<file path="config.mk">
export PLATFORM = sky130hd
export DESIGN_NAME = spike_scanner
export DESIGN_NICKNAME = d
export VERILOG_FILES = /design/src/rtl/spike_scanner_pkg.sv /design/src/rtl/spike_scanner_lane_pick.sv /design/src/rtl/spike_scanner.sv
export SDC_FILE = /design/constraint.sdc
export NUM_CORES = 1
export LEC_CHECK = 0
export ABC_AREA = 1
export BUFFER_PORTS_ARGS = -buffer_cell sky130_fd_sc_hd__buf_2
export CORE_UTILIZATION = 50
export DETAILED_ROUTE_END_ITERATION = 7
export MAX_ROUTING_LAYER = met4
export PLACE_DENSITY = 0.67
export SLEW_MARGIN = 15
export SYNTH_ARGS = -nofsm -noshare
export SYNTH_HDL_FRONTEND = slang
export SYNTH_HIERARCHICAL = 1
export SYNTH_SLANG_ARGS = --single-unit
</file>
<file path="constraint.sdc">
create_clock -name CLK -period 4 [get_ports CLK]
set_input_delay 0.2 -clock CLK [delete_from_list [all_inputs] [get_ports CLK]]
set_output_delay 0.2 -clock CLK [all_outputs]
set_load 0.03 [all_outputs]
</file>
<file path="src/rtl/spike_scanner_pkg.sv">
// Shared types and sizing for the spike scanner: neuron/lane geometry, the signed
// charge type, the scan FSM encoding and a lane-extraction helper.
package snn_pkg;

   localparam int N_NEURONS = 256;
   localparam int LANES     = 4;
   localparam int CHARGE_W  = 8;
   localparam int GROUPS    = 64;
   localparam int GRP_W     = $clog2(GROUPS);
   localparam int LANE_W    = $clog2(LANES);
   localparam int ADDR_W    = $clog2(N_NEURONS);
   localparam int CNT_W     = ADDR_W + 1;
   localparam int WORD_W    = LANES * CHARGE_W;

   typedef logic signed [CHARGE_W-1:0] charge_t;

   typedef enum logic [1:0] {
      IDLE  = 2'd0,
      FETCH = 2'd1,
      EMIT  = 2'd2,
      DONE  = 2'd3
   } scan_state_e;

   // Lane 0 sits in the least significant byte of the read word.
   function automatic charge_t lane_charge(input logic [WORD_W-1:0] word, input int lane);
      return charge_t'(word[lane*CHARGE_W +: CHARGE_W]);
   endfunction

endpackage

</file>
<file path="src/rtl/spike_scanner_lane_pick.sv">
// Priority picker: returns the lowest-numbered pending lane and whether any lane is pending.
module spike_lane_pick
   import snn_pkg::*;
(
   input  logic [LANES-1:0]  pend_i,
   output logic [LANE_W-1:0] lane_o,
   output logic              any_o
);

   // Walk from the top lane down so the lowest set lane wins.
   always_comb begin
      lane_o = LANE_W'(0);
      any_o  = |pend_i;
      for (int l = LANES - 1; l >= 0; l--) begin
         lane_o = pend_i[l] ? LANE_W'(l) : lane_o;
      end
   end

endmodule

</file>
<file path="src/rtl/spike_scanner.sv">
// Scans all neuron charges group by group and emits one AER event per newly firing neuron.
// Optional feature: define SPIKE_SCANNER_COUNT_EN to add the per-scan spike_count_o counter.
module spike_scanner
   import snn_pkg::*;
(
   input  logic                CLK,
   input  logic                RSTN,
   input  logic                scan_start_i,
   input  logic [CHARGE_W-1:0] threshold_i,
   input  logic                fired_clear_i,
   output logic [GRP_W-1:0]    count_o,
   input  logic [WORD_W-1:0]   synapse_charge_i,
   output logic                aer_valid_o,
   input  logic                aer_ready_i,
   output logic [ADDR_W-1:0]   aer_addr_o,
   output logic                scan_busy_o,
   output logic                scan_done_o
`ifdef SPIKE_SCANNER_COUNT_EN
   ,
   output logic [CNT_W-1:0]    spike_count_o
`endif
);

   scan_state_e            state_q;
   logic [GRP_W-1:0]       grp_q;
   charge_t                threshold_q;
   logic [N_NEURONS-1:0]   fired_q;
   logic [LANES-1:0]       pend_q;
   logic [LANES-1:0]       pend_d;
   logic                   valid_q;
   logic [ADDR_W-1:0]      addr_q;
   logic                   busy_q;
   logic                   done_q;
   logic [LANES-1:0]       fired_grp;
   logic [LANE_W-1:0]      lane_d;
   logic                   any_d;
   logic                   handshake;

   assign count_o     = grp_q;
   assign aer_valid_o = valid_q;
   assign aer_addr_o  = addr_q;
   assign scan_busy_o = busy_q;
   assign scan_done_o = done_q;

   // Next pending-lane set: built from the read word in FETCH, retired one lane per handshake in EMIT.
   always_comb begin
      handshake = valid_q && aer_ready_i;
      fired_grp = fired_q[{grp_q, LANE_W'(0)} +: LANES];
      pend_d    = pend_q;
      case (state_q)
         FETCH: begin
            for (int l = 0; l < LANES; l++) begin
               pend_d[l] = (lane_charge(synapse_charge_i, l) >= threshold_q) && !fired_grp[l];
            end
         end
         EMIT: begin
            if (handshake) begin
               pend_d = pend_q & ~(LANES'(1) << addr_q[LANE_W-1:0]);
            end else begin
               pend_d = pend_q;
            end
         end
         default: pend_d = '0;
      endcase
   end

   spike_lane_pick u_pick (
      .pend_i (pend_d),
      .lane_o (lane_d),
      .any_o  (any_d)
   );

   // Scan FSM with registered AER, busy and done outputs.
   always_ff @(posedge CLK or negedge RSTN) begin
      if (!RSTN) begin
         state_q     <= IDLE;
         grp_q       <= '0;
         threshold_q <= '0;
         fired_q     <= '0;
         pend_q      <= '0;
         valid_q     <= 1'b0;
         addr_q      <= '0;
         busy_q      <= 1'b0;
         done_q      <= 1'b0;
      end else begin
         case (state_q)
            IDLE: begin
               done_q <= 1'b0;
               // A clear arriving with start lands before the first FETCH reads the bitmap.
               if (fired_clear_i) begin
                  fired_q <= '0;
               end
               if (scan_start_i) begin
                  state_q     <= FETCH;
                  grp_q       <= '0;
                  threshold_q <= charge_t'(threshold_i);
                  busy_q      <= 1'b1;
               end
            end
            FETCH: begin
               pend_q  <= pend_d;
               valid_q <= any_d;
               addr_q  <= {grp_q, lane_d};
               state_q <= EMIT;
            end
            EMIT: begin
               if (pend_q == '0) begin
                  valid_q <= 1'b0;
                  if (grp_q == GRP_W'(GROUPS - 1)) begin
                     state_q <= DONE;
                     busy_q  <= 1'b0;
                     done_q  <= 1'b1;
                  end else begin
                     grp_q   <= grp_q + GRP_W'(1);
                     state_q <= FETCH;
                  end
               end else begin
                  if (handshake) begin
                     fired_q[addr_q] <= 1'b1;
                  end
                  pend_q  <= pend_d;
                  valid_q <= any_d;
                  addr_q  <= {grp_q, lane_d};
               end
            end
            DONE: begin
               done_q  <= 1'b0;
               state_q <= IDLE;
               if (fired_clear_i) begin
                  fired_q <= '0;
               end
            end
            default: begin
               state_q <= IDLE;
               valid_q <= 1'b0;
               busy_q  <= 1'b0;
               done_q  <= 1'b0;
            end
         endcase
      end
   end

`ifdef SPIKE_SCANNER_COUNT_EN
   logic [CNT_W-1:0] spike_count_q;

   assign spike_count_o = spike_count_q;

   // Per-scan event counter; saturates at the neuron count and holds until the next start.
   always_ff @(posedge CLK or negedge RSTN) begin
      if (!RSTN) begin
         spike_count_q <= '0;
      end else if (state_q == IDLE && scan_start_i) begin
         spike_count_q <= '0;
      end else if (state_q == EMIT && handshake && spike_count_q != CNT_W'(N_NEURONS)) begin
         spike_count_q <= spike_count_q + CNT_W'(1);
      end
   end
`endif

endmodule

</file>
# After elaboration in Yosys (flattened, before gate mapping)
# Cells that the tools add are included.
[word_totals]
wordCells = 89
inputBits = 45
register_bits = 287
[op_classes]
add_sub_neg = 1
n_eq_ne = 11
magnitude_cmp = 6
muxes = 33
reduce_logical = 24
bitwise = 3
shifts = 2
[op_table]
columns = ["op", "n"]
rows = [
  ["256-bit 2-to-1 mux", 3],
  ["256-bit one-hot mux with 2 select lines", 1],
  ["256-bit OR", 1],
  ["256-bit by 9-bit indexed part select with 4-bit output", 1],
  ["8-bit greater-or-equal comparator", 4],
  ["6-bit 2-to-1 mux", 3],
  ["4-bit one-hot mux with 2 select lines", 2],
  ["8-bit one-hot mux with 2 select lines", 1],
  ["2-bit 2-to-1 mux", 7],
  ["2-bit inequality test, second input constant", 6],
  ["6-bit one-hot mux with 2 select lines", 1],
  ["4-bit AND reduction", 3],
  ["8-bit by 9-bit less-than comparator with 1-bit output, second input constant", 1],
  ["1-bit demux with 8-bit select", 1],
  ["8-bit by 1-bit greater-or-equal comparator with 1-bit output, second input constant", 1],
  ["4-bit 2-to-1 mux", 2],
  ["8-bit 2-to-1 mux", 1],
  ["2-bit one-hot mux with 4 select lines", 1],
  ["1-bit 2-to-1 mux", 7],
  ["6-bit by 1-bit adder with 6-bit output, second input constant", 1],
  ["6-bit equality test, second input constant", 1],
  ["1-bit logical AND", 6],
  ["1-bit one-hot mux with 2 select lines", 3],
  ["2-bit AND reduction", 3],
  ["other kinds (13)", 19],
]

# Longest topological paths before layout
[logic_depth]
ltp_word = 11
ltp_mapped = 20
ltp_nobuf = 20

# By module
# The synthesis kept the hierarchy.
[by_module_without_submodules]
columns = ["module", "area_each_um2", "cells_per_inst", "instances"]
rows = [
  ["spike_scanner", 14844.2, 1960, 1],
  ["spike_lane_pick", 36.3, 8, 1],
]

# Worst setup path before layout
# OpenSTA, ideal clock, no wires.
[synth_path]
path_kind = "reg-to-reg"
from = "register grp_q[0] (netlist: count_o[0])"
to = "register addr_q[0] (netlist: aer_addr_o[0])"
setup_slack_ns = 1.743
t_arrival_ns = 2.173
period_less_slack_ns = 2.257
setup_ns = 0.084
path_stages_with_launch = 16
n_path_buf = 2
path_cell_list = "dfrtp_1 -> clkinv_1 -> clkbuf_1 -> clkbuf_1 -> nand2_1 -> nand3_1 -> nand3_1 -> nand3_1 -> nand2_1 -> nand3_1 -> nand3_1 -> a21oi_1 -> inv_1 -> a21oi_2 -> nand2_1 -> o21ai_0"
[synth_via]
word_cells_on_any_way = 16
[synth_rtl]
columns = ["item", "line", "rtl"]
rows = [
  ["start: declaration", "spike_scanner.sv:25", "logic [GRP_W-1:0] grp_q;"],
  ["start signal: assignment", "spike_scanner.sv:114", "grp_q <= grp_q + GRP_W'(1);"],
  ["256-bit by 9-bit indexed part select with 4-bit output *", "spike_scanner.sv:48", "fired_grp = fired_q[{grp_q, LANE_W'(0)} +: LANES];"],
  ["1-bit zero test *", "spike_scanner.sv:53", "pend_d[l] = (lane_charge(synapse_charge_i, l) >= threshold_q) && !fired_grp[l];"],
  ["1-bit logical AND *", "spike_scanner.sv:53", ""],
  ["4-bit one-hot mux with 2 select lines *", "spike_scanner.sv:50", "case (state_q)"],
  ["net pend_d[1]", "spike_scanner.sv:29", "logic [LANES-1:0] pend_d;"],
  ["2-bit 2-to-1 mux * (2 in a row)", "spike_scanner_lane_pick.sv:15", "lane_o = pend_i[l] ? LANE_W'(l) : lane_o;"],
  ["net lane_d[0]", "spike_scanner.sv:35", "logic [LANE_W-1:0] lane_d;"],
  ["8-bit 2-to-1 mux", "spike_scanner.sv:107", "if (pend_q == '0) begin"],
  ["8-bit one-hot mux with 2 select lines *", "spike_scanner.sv:86", "case (state_q)"],
  ["end signal: assignment", "spike_scanner.sv:103", "addr_q <= {grp_q, lane_d};"],
  ["end signal: assignment", "spike_scanner.sv:123", "addr_q <= {grp_q, lane_d};"],
  ["end: declaration", "spike_scanner.sv:31", "logic [ADDR_W-1:0] addr_q;"],
]
# The timed path passes the listed nets; every way through them passes the cells marked *. The select of a mux whose other input is x is not followed.
# A chain may end at the register's enable or synchronous reset.

# Worst setup path in the final report
[layout_path]
from = "register state_q[0]"
to = "register fired_q[214]"
[layout_via]
elab_chain_len = 4
word_cells_on_any_way = 10
[layout_lines]
columns = ["item", "line", "rtl"]
rows = [
  ["start: declaration", "spike_scanner.sv:24", "scan_state_e state_q;"],
  ["start signal: assignment", "spike_scanner.sv:76", "state_q <= IDLE;"],
  ["start signal: assignment", "spike_scanner.sv:94", "state_q <= FETCH;"],
  ["start signal: assignment", "spike_scanner.sv:104", "state_q <= EMIT;"],
  ["2-bit equality test / 2-bit zero test (equally long branches)", "spike_scanner.sv:86", ""],
  ["2-bit OR reduction (no line)", "--", ""],
  ["2-bit by 1-bit inequality test with 1-bit output (no line) / 2-bit nonzero test (equally long branches)", "--", ""],
  ["4-bit AND reduction (no line)", "--", ""],
  ["end signal: assignment", "spike_scanner.sv:79", "fired_q <= '0;"],
  ["end signal: assignment", "spike_scanner.sv:91", "fired_q <= '0;"],
  ["end signal: indexed assignment", "spike_scanner.sv:119", "fired_q[addr_q] <= 1'b1;"],
  ["end: declaration", "spike_scanner.sv:27", "logic [N_NEURONS-1:0] fired_q;"],
]
# Parallel ways exist; a longest one is shown, timed or not.

==> flow_metrics.env <==
export IMPL_status="finished, final reports clean"
export IMPL_fmax_mhz=345
export IMPL_antenna_found_initial=0
export IMPL_clock_path_buffers=3
export IMPL_drive_gt1_frac=0.0898
export IMPL_min_period_over_period=0.725
export IMPL_critPathArrivalTime_ps=3370
export IMPL_dieArea_um2=30500
export IMPL_num_vias=13200
export IMPL_async_reset_ff_frac=1.00
export IMPL_wl_per_cell_um=17.6
export IMPL_cellPowerDensity_nw_per_um2=636
export IMPL_r2r_start="state_q[0]$_DFFE_PN0P_"
export IMPL_clockPowerShare=0.272
export IMPL_ant_nets=0
export IMPL_slowest_stage="o22ai_4"
export IMPL_path_max_fanout=143
export IMPL_htreeDepth=1
export IMPL_crit_type="reg -> reg"
export IMPL_grt_ovfl_total=0
export IMPL_slew_violations=0
export IMPL_p_leak_nw=8.15
export IMPL_final_common_cell="nand2_1"
export IMPL_root_buffer="clkbuf_16"
export IMPL_cts_made_buffers=31
export IMPL_skew_ps=16.7
export IMPL_hold_path_end="state_q[1]$_DFFE_PN0P_"
export IMPL_clk_pin_slew_ps=60
export IMPL_combPwrFrac=0.421
export IMPL_holdPathStages=4
export IMPL_slew_headroom=0.242
export IMPL_finalCriticalPeriod_ps=2900
export IMPL_fin_nets=2075
export IMPL_seq_area_frac_synth=0.483
export IMPL_reg2reg_depth=7
export IMPL_holdCritPathClass="in -> reg"
export IMPL_worstSetupStartpoint="state_q[0]$_DFFE_PN0P_"
export IMPL_core_um2=29000
export IMPL_tritoncts="done"
export IMPL_grt_max_degree=144
export IMPL_cap_violations=0
export IMPL_antennaDiodeCount=0
export IMPL_die_x_um=175
export IMPL_post_cts_buffers=0
export IMPL_final_cell_mix="543 x nand2_1, 295 x a21oi_1, 285 x dfrtp_1"
export IMPL_max_stage_delay_ps=850
export IMPL_p_seq_frac=0.307
export IMPL_grt_setup_unrepaired="false"
export IMPL_grt_pass1_wl_um=68300
export IMPL_finalSetupViolations=0
export IMPL_synth_avg_cell_area_um2=7.56
export IMPL_end_kind="flop"
export IMPL_synthToLayoutAreaGrowth_pct=11.8
export IMPL_tightest_slew_ps=1130
export IMPL_hold_start="scan_start_i"
export IMPL_via_per_inst=5.49
export IMPL_crit_path_start_kind="flop"
export IMPL_synth_area_um2=14900
export IMPL_cp_required_ps=4470
export IMPL_tns_ps=0
export IMPL_syn_nets=2050
export IMPL_synth_seq_cells=287
export IMPL_globalplace_congestion=0.846
export IMPL_io_buffers=61
export IMPL_synthCells=1968
export IMPL_io_pins=62
export IMPL_utilization=0.574
export IMPL_dp_hpwl_um=26000
export IMPL_first_global_vias=12700
export IMPL_grt_usage=0.290
export IMPL_die_height_um=175
export IMPL_synth_distinct_cells=29
export IMPL_synth_edf_count=0
export IMPL_yosys_warnings=6
export IMPL_drt_iter0_markers=1333
export IMPL_crit_chain="inv_1 > ha_1 > nor2_1 > o22ai_4 > nor2_4 > buf_12 > a21oi_1"
export IMPL_synthFlopType="dfrtp_1"
export IMPL_irDropWorstVdd_uv=600
export IMPL_initial_core_util=0.513
export IMPL_reg2reg_setup_slack_ps=1100
export IMPL_clkLatencyLatePin_ps=570
export IMPL_drt_first_pass_iters=6
export IMPL_cts_sinks=287
export IMPL_p_sw_frac=0.437
export IMPL_switching_power_w=0.00463
export IMPL_rows=62
export IMPL_power_internal_w=0.00596
export IMPL_hold_violations=0
export IMPL_drc=0
export IMPL_r2r_end="fired_q[214]$_DFFE_PN0P_"
export IMPL_wl_um=42200
export IMPL_holdWs_ps=122
[registers in the layout, summed over array words and instances, names as in the netlist]
name / count
aer_addr_o: 8
aer_valid_o: 1
count_o: 6
fired_q: 256
pend_q: 4
scan_busy_o: 1
scan_done_o: 1
state_q: 2
threshold_q: 8
[Yosys cell counts (all sizes together) (5+ instances only)]
master	instances	area share
a21oi	296	0.10
buf	70	0.024
clkbuf	44	0.011
dfrtp	287	0.48
ha	37	0.031
inv	256	0.065
nand2	543	0.14
nand3	221	0.074
nand4	5	0.0021
nor2	144	0.036
nor3	19	0.016
o211ai	13	0.0066
o21ai	16	0.0054
[worst max path at each step]
stage,to,slack (ps),cells after the start
2_1_floorplan,aer_addr_o[0]$_DFFE_PN0P_,1740,15
3_3_place_gp,fired_q[96]$_DFFE_PN0P_,1240,8
3_5_place_dp,fired_q[96]$_DFFE_PN0P_,1150,8
4_1_cts,fired_q[96]$_DFFE_PN0P_,1140,8
5_1_grt,fired_q[96]$_DFFE_PN0P_,860,8
6_report,fired_q[214]$_DFFE_PN0P_,1100,7
[what timing repair did]
| action | in CTS | in global routing |
|---|---|---|
| hold buffers | 9 | 0 |
| hold endpoints to repair | 117 | 0 |
| resized for setup | 0 | 0 |
[per-layer routing]
metal  vias to the layer above  share of wire  GRT usage
met5                         -              0          -
met4                         0          0.025     0.0888
li1                       6273              -          -
met2                       438           0.47      0.452
met3                        80          0.064     0.0348
met1                      6391           0.44      0.397
[per-stage QoR]
step	setup WS, ps	total power, W	cells	cell area (um^2)
floorplan	1740	0.00636	1968	14900
global placement	1240	0.00765	2335	15500
detailed placement	1150	0.00770	2335	15500
CTS	1140	0.0106	2400	16600
global route	865	0.0112	2400	16600
finish	1100	0.0106	2400	16600
[critical path: cells and delay by family (launching register included)]
family	cells	cell delay (ps)
buffers and inverters	2	410
AO/OA/AOI/OAI	2	1110
flip-flops	1	400
AND/OR/NAND/NOR	2	270
adder cells (fa/ha/maj)	1	460
[final cells by class]
class                   instances  area (um^2)
inverters                     260          978
repair buffers                106          751
flip-flops and latches        287         7190
multi-input cells            1307         6220
well taps                     384          480
clock buffers                  52          975
clock inverters                 4         48.8
fillers                      2733        12400
[power by group through the flow]
stage / Sequential (W) / Combinational [W] / Clock (W)
CTS: 0.00325 / 0.00442 / 0.00290
global placement: 0.00330 / 0.00435 / 0
floorplan: 0.00333 / 0.00303 / 0
finish: 0.00325 / 0.00446 / 0.00288
global route: 0.00327 / 0.00491 / 0.00302
detailed placement: 0.00330 / 0.00440 / 0
[logic make-up after synthesis]
group / Yosys count / synth area share
and+or+nand+nor: 936 / 0.268
buffers and inverters: 374 / 0.101
AOI/OAI and AO/OA: 332 / 0.116
DFF: 287 / 0.483
adders and majority gates: 37 / 0.0311
muxes: 2 / 0.00143
Power figures use the tool's default switching activity.
